==> src/rtl/comp_pkg.sv <==
// ============================================================================
// comp_pkg : shared FSM state type and default operand width for the
//            sequential multiply/divide units.
// Rev 1.0
// ============================================================================
`default_nettype none

package comp_pkg;

  localparam int COMP_WIDTH = 32;

  typedef enum logic [1:0] {
    IDLE = 2'd0,
    CALC = 2'd1,
    DONE = 2'd2
  } comp_state_e;

endpackage : comp_pkg

`default_nettype wire

==> src/rtl/comp_mul_step.sv <==
// ============================================================================
// comp_mul_step : one add-and-shift iteration of the shift-add multiplier.
// Rev 1.0
// ============================================================================
`default_nettype none

module comp_mul_step
  import comp_pkg::*;
#(
  parameter int WIDTH = COMP_WIDTH
) (
  input  logic [2*WIDTH-1:0] prod,
  input  logic [WIDTH-1:0]   mcand,
  output logic [2*WIDTH-1:0] prod_next
);

  logic [WIDTH:0] w_addend;
  logic [WIDTH:0] w_sum;

  always_comb begin
    w_addend  = prod[0] ? {1'b0, mcand} : '0;
    // The carry out of the upper half lands in the MSB after the shift.
    w_sum     = {1'b0, prod[2*WIDTH-1:WIDTH]} + w_addend;
    prod_next = {w_sum, prod[WIDTH-1:1]};
  end

endmodule : comp_mul_step

`default_nettype wire

==> src/rtl/comp_multiplier.sv <==
// ============================================================================
// comp_multiplier : sequential unsigned shift-add multiplier, Run/Ready
//                   handshake, one partial-product step per clock.
// Rev 1.0
// ============================================================================
`default_nettype none

module comp_multiplier
  import comp_pkg::*;
#(
  parameter int WIDTH = COMP_WIDTH
) (
  input  logic               clk,
  input  logic               Reset,
  input  logic               Run,
  input  logic [WIDTH-1:0]   Multiplicand,
  input  logic [WIDTH-1:0]   Multiplier,
  output logic [2*WIDTH-1:0] Product,
  output logic               Ready
);

  localparam int CNT_W = $clog2(WIDTH) + 1;

  comp_state_e        state_q, state_d;
  logic [2*WIDTH-1:0] prod_q, prod_d;
  logic [2*WIDTH-1:0] w_step_prod;
  logic [WIDTH-1:0]   mcand_q, mcand_d;
  logic [CNT_W-1:0]   cnt_q, cnt_d;
  logic               ready_q, ready_d;

  comp_mul_step #(
    .WIDTH (WIDTH)
  ) u_step (
    .prod      (prod_q),
    .mcand     (mcand_q),
    .prod_next (w_step_prod)
  );

  always_ff @(posedge clk) begin
    if (Reset) begin
      state_q <= IDLE;
      prod_q  <= '0;
      mcand_q <= '0;
      cnt_q   <= '0;
      ready_q <= 1'b0;
    end else begin
      state_q <= state_d;
      prod_q  <= prod_d;
      mcand_q <= mcand_d;
      cnt_q   <= cnt_d;
      ready_q <= ready_d;
    end
  end

  always_comb begin
    state_d = state_q;
    prod_d  = prod_q;
    mcand_d = mcand_q;
    cnt_d   = cnt_q;
    unique case (state_q)
      IDLE: begin
        if (Run) begin
          mcand_d = Multiplicand;
          prod_d  = {{WIDTH{1'b0}}, Multiplier};
          cnt_d   = '0;
          state_d = CALC;
        end
      end
      CALC: begin
        prod_d = w_step_prod;
        cnt_d  = cnt_q + CNT_W'(1);
        if (cnt_q == CNT_W'(WIDTH - 1)) begin
          state_d = DONE;
        end
      end
      DONE: begin
        // Run must be seen low before another load can happen.
        if (!Run) begin
          state_d = IDLE;
        end
      end
      default: state_d = IDLE;
    endcase
    ready_d = (state_d == DONE);
  end

  assign Product = prod_q;
  assign Ready   = ready_q;

endmodule : comp_multiplier

`default_nettype wire

==> config.mk <==
export PLATFORM = sky130hd
export DESIGN_NAME = comp_multiplier
export DESIGN_NICKNAME = d
export VERILOG_FILES = /design/src/rtl/comp_pkg.sv /design/src/rtl/comp_mul_step.sv /design/src/rtl/comp_multiplier.sv
export SDC_FILE = /design/constraint.sdc
export NUM_CORES = 1
export LEC_CHECK = 0
export ABC_AREA = 0
export CAP_MARGIN = 10
export CORE_MARGIN = 4
export CORE_UTILIZATION = 40
export CTS_BUF_LIST = sky130_fd_sc_hd__clkbuf_16
export DETAILED_ROUTE_END_ITERATION = 7
export DONT_BUFFER_PORTS = 1
export GPL_TIMING_DRIVEN = 0
export SLEW_MARGIN = 20
export SYNTH_ARGS = -nofsm -noshare
export SYNTH_HDL_FRONTEND = slang
export SYNTH_SLANG_ARGS = --single-unit
==> constraint.sdc <==
create_clock -name clk -period 3.9 [get_ports clk]
set_clock_uncertainty 0.1 [all_clocks]
set_input_delay 1.17 -clock clk [delete_from_list [all_inputs] [get_ports clk]]
set_output_delay 1.17 -clock clk [all_outputs]
set_load 0.005 [all_outputs]
Word-level counts from Yosys, hierarchy flattened. Index checks and enable logic that the tools add are counted.

RAM bits: 0. Bits in registers: 105. Output and inout bits: 65. Memories kept: 0. Bits in read-only memories: 0. Bits in latches: 0. Input port bits: 67.

Reductions and logical operators: 4. $mul: 0. Order comparisons: 0. Bitwise operators: 0. Equal/unequal tests: 5. Shift-type cells: 0. Divide/modulo/power cells: 0. Add/subtract/negate cells: 2. Muxes and demuxes: 9.

Operator list (count): $pmux 64 s2 (1); $mux 64 (1); $add 32x33->33 (1); $mux 32 (1); $pmux 6 s2 (1); $add 6x1->6 const B (1); $eq 6x5->1 const B (1); $mux 2 (3); $mux 6 (1); $pmux 2 s3 (1); $eq 2x2->1 const B (2); $reduce_and 2->1 (2); $eq 2x1->1 const B (1); $logic_not 2->1 (1); $ne 2x2->1 const B (1); $reduce_bool 2->1 (1).

Logic depth before layout (Yosys ltp).
Depth in word-level cells: 4. Mapped depth: 12. Depth with buffers taken out: 12.

By module. Synthesis repeated with hierarchy kept, for this count alone.

Cell total of the unflattened synthesis: 825. Area total of the unflattened synthesis: 6572.6 µm².

Modules (own cells, without submodules): comp_multiplier (area an instance 4144.0 µm², seq. area each 2102.0 µm², cells each 472, times used 1); comp_mul_step (area an instance 2428.6 µm², seq. area each 0.0 µm², cells each 353, times used 1).

Worst setup path before layout. OpenSTA, ideal clock, no wires.

Path kind: flip-flop to flip-flop. Start point: register prod_q[0] (netlist: Product[0]). End point: register prod_q[55] (netlist: Product[55]). Buffers on the path: 0. Data required time: 3.683 ns. Cell stages (with the launch flop): 13. Arrival time: 2.526 ns. Library setup time: 0.117 ns. Slack: 1.157 ns. Period minus slack after synthesis: 2.743 ns. Cells stage by stage: dfxtp_1 -> and2_1 -> ha_1 -> inv_1 -> fa_1 -> nand2b_1 -> a21oi_2 -> o21ai_1 -> a211o_2 -> a21oi_1 -> a31oi_1 -> xnor2_1 -> a22o_1.

Cells in the longest elaborated chain, start to end: 3.

Ends and longest elaborated chain: from (decl) (RTL line comp_multiplier.sv:25) `logic [2*WIDTH-1:0] prod_q, prod_d;`; from (signal assigned) (RTL line comp_multiplier.sv:48) `prod_q <= prod_d;`; $mux 32 (RTL line comp_mul_step.sv:21) `w_addend = prod[0] ? {1'b0, mcand} : '0;`; $add 32x33->33 (RTL line comp_mul_step.sv:23) `w_sum = {1'b0, prod[2*WIDTH-1:WIDTH]} + w_addend;`; $pmux 64 s2 (RTL line comp_multiplier.sv:60) `unique case (state_q)`.

Every way passes these cells. A chain may end at the register's enable or synchronous reset.

Final worst setup path. Ends and elaborated chain as after synthesis.

==> impl_metrics.ini <==
[drt]
drc_errors = 0
vias_per_cell = 5.45
antenna_left = 0
wl_mm = 15.3
dr.pass1.iters = 5
drt_iter0_markers = 263
vias = 5156
wl_per_cell_um = 16.1

[synthesis]
synth_area_um2 = 5780
synth_common_cells = 105 x dfxtp_1, 105 x nor2_1, 96 x nand2_1, 95 x a21oi_1, 45 x inv_1
synth_top_area_share = 0.364
syn_nets = 851
yosysSeqAreaShare = 0.364
syn_avg_cell_area_um2 = 7.71
ys_ff_latch = 105
synth_warnings = 0
syn_inst = 750
async_reset_ff_frac = 0
synth_edf_count = 0
ys_types = 52
synth_ff_type = dfxtp_1
yosysTopAreaCell = dfxtp_1
netlist_top_cells_area = dfxtp_1 36%, a21oi_1 8.2%, ha_1 7.1%

[floorplan]
rows = 43
core_um2 = 14000
die_w_um = 128
start_util = 0.412
die_y_um = 128
io_pins = 132
dieArea_um2 = 16400

[setup_path]
rr_worst_depth = 11
crit_arrival_ns = 3.58
end_kind = flop
critPathKind = reg -> reg
crit_fanout = 10
crit_required_ns = 4.05
cp-start-kind = flop

[finish]
area_delta_synth_final_pct = 8.42
post-route-util = 0.446
fillers = 1426
drive_gt1_frac = 0.0405
diodes = 0
fin_nets = 862

[sta]
setup_tns_ns = 0
slew_viol_final = 0
tightest_slew_ns = 0.836
rsz0062_at_grt = no
fin_crit_sh = 0.880
hold_violations = 0
relSlewSlack = 0.441
max_freq_mhz = 291
finalCriticalPeriod_ns = 3.43
setup_viol = 0

[global_routing]
grt_pass1_vias = 4999
antenna_found_initial = 0
grt_start_max_net_pins = 17
grt_usage = 0.186
grt_pass1_wl_mm = 25.0
overflow = 0

[clocking]
clkLatencyLatePin_ns = 0.35
cts_made_buffers = 9
post-cts-setup-buffers = 0
clk_pin_slew_ns = 0.07
holdBufCountCts = 0
clk_root_buffer_cell = clkbuf_16
ctsResizeCount = 0
cts_buffer_depth = 2
clock_sinks = 105
cts_tree = done
cts-htree-levels = 3

[pwr]
irDropWorstVdd_v = 0.000198
leakage_nw = 2.64
power_density_nw_per_um2 = 360

[placement]
port_buffers = 0
gp_congestion = 0.892
dp_hpwl_mm = 11.7

[hold_path]
hold_class = reg -> reg
holdPathStages = 2

[run]
cap_viol_max_count = 0

[status]
outcome = complete, no violations
cell type report:
cell class                 count  area (um2)  area share
sequential                   105        2100       0.335
inverter                      45         169      0.0269
buffer                        41         155      0.0248
multi-input combinational    559        3360       0.535
clock buffer                   9         225      0.0359
tap                          180         225      0.0359
clock inverter                 7        36.3     0.00579
worst max-delay path: stages, from the launching register on:
cell,delay [ns]
dfxtp_1,0.56
clkbuf_1,0.38
nand2_1,0.18
fa_1,0.43
nand2b_1,0.21
a21oi_2,0.23
o21ai_1,0.16
a211o_2,0.36
a21oi_1,0.23
a31oi_1,0.15
xnor2_1,0.14
a22o_1,0.19
registers in the layout (all words and copies together), names as in the netlist:
signal	cells
Ready	1
Product	64
mcand_q	32
state_q	2
cnt_q	6
metal layers:
layer,up-vias,GRT usage,wire [um]
li1,2622,-,-
met1,2377,0.236,6760
met2,135,0.304,7140
met3,22,0.0433,1010
met4,0,0.0737,367
met5,-,0,0
where the power goes:
group,switching [W],total [W],internal (W)
logic,0.000162,0.000243,0.0000810
clock network,0.000420,0.000848,0.000427
registers,0.0000392,0.00116,0.00113
placed cells by master (no fill, tap or decap), types with 3 or more instances in the layout:
cell | Yosys | final
a211oi_1 | 33 | 33
a211oi_2 | 4 | 4
a21o_1 | 8 | 8
a21oi_1 | 95 | 95
a22o_1 | 18 | 18
a22oi_1 | 9 | 9
a32oi_1 | 3 | 3
and2_1 | 33 | 33
buf_1 | 6 | 6
clkbuf_1 | 34 | 34
clkbuf_16 | 0 | 9
clkinv_2 | 0 | 4
dfxtp_1 | 105 | 105
ha_1 | 33 | 33
inv_1 | 45 | 45
nand2_1 | 96 | 96
nand2b_1 | 9 | 9
nand3_1 | 8 | 8
nand4_1 | 5 | 5
nor2_1 | 105 | 105
nor2b_1 | 3 | 3
nor3_1 | 3 | 3
o211ai_1 | 6 | 6
o21a_1 | 5 | 5
o21ai_0 | 18 | 18
o21ai_1 | 6 | 6
or3_1 | 3 | 3
xnor2_1 | 16 | 16
xor2_1 | 9 | 9
through the flow:
step / area (um2) / setup WS (ns) / cells / total power [W] / hold WS (ns)
finish: 6270 / 0.469 / 946 / 0.00226 / 0.352
global route: 6270 / 0.225 / 946 / 0.00237 / 0.364
CTS: 6270 / 0.413 / 946 / 0.00228 / 0.355
detailed placement: 6010 / 0.427 / 930 / 0.00143 / 0.345
global placement: 6010 / 0.454 / 930 / 0.00143 / 0.340
floorplan: 5780 / 1.16 / 750 / 0.00136 / 0.332
cells by family (layout without fill, tap and decap cells):
| kind of cell | count (synthesis) | after routing | synth area share |
|---|---|---|---|
| buffers and inverters | 86 | 102 | 0.0560 |
| AOI/OAI and AO/OA | 227 | 227 | 0.259 |
| xor gates and xnor gates | 25 | 25 | 0.0379 |
| DFF | 105 | 105 | 0.364 |
| and+or+nand+nor | 273 | 273 | 0.208 |
| adders and majority gates | 34 | 34 | 0.0749 |
path summary, 6_finish.rpt:
path	from	end	slack, ns
hold / removal	mcand_q[10]	mcand_q[10]	0.35
setup reg to reg	Product[0]	Product[55]	0.47
hold reg to reg	mcand_q[10]	mcand_q[10]	0.35
setup / recovery	Product[0]	Product[55]	0.47
(Power assumes the default switching activity.)
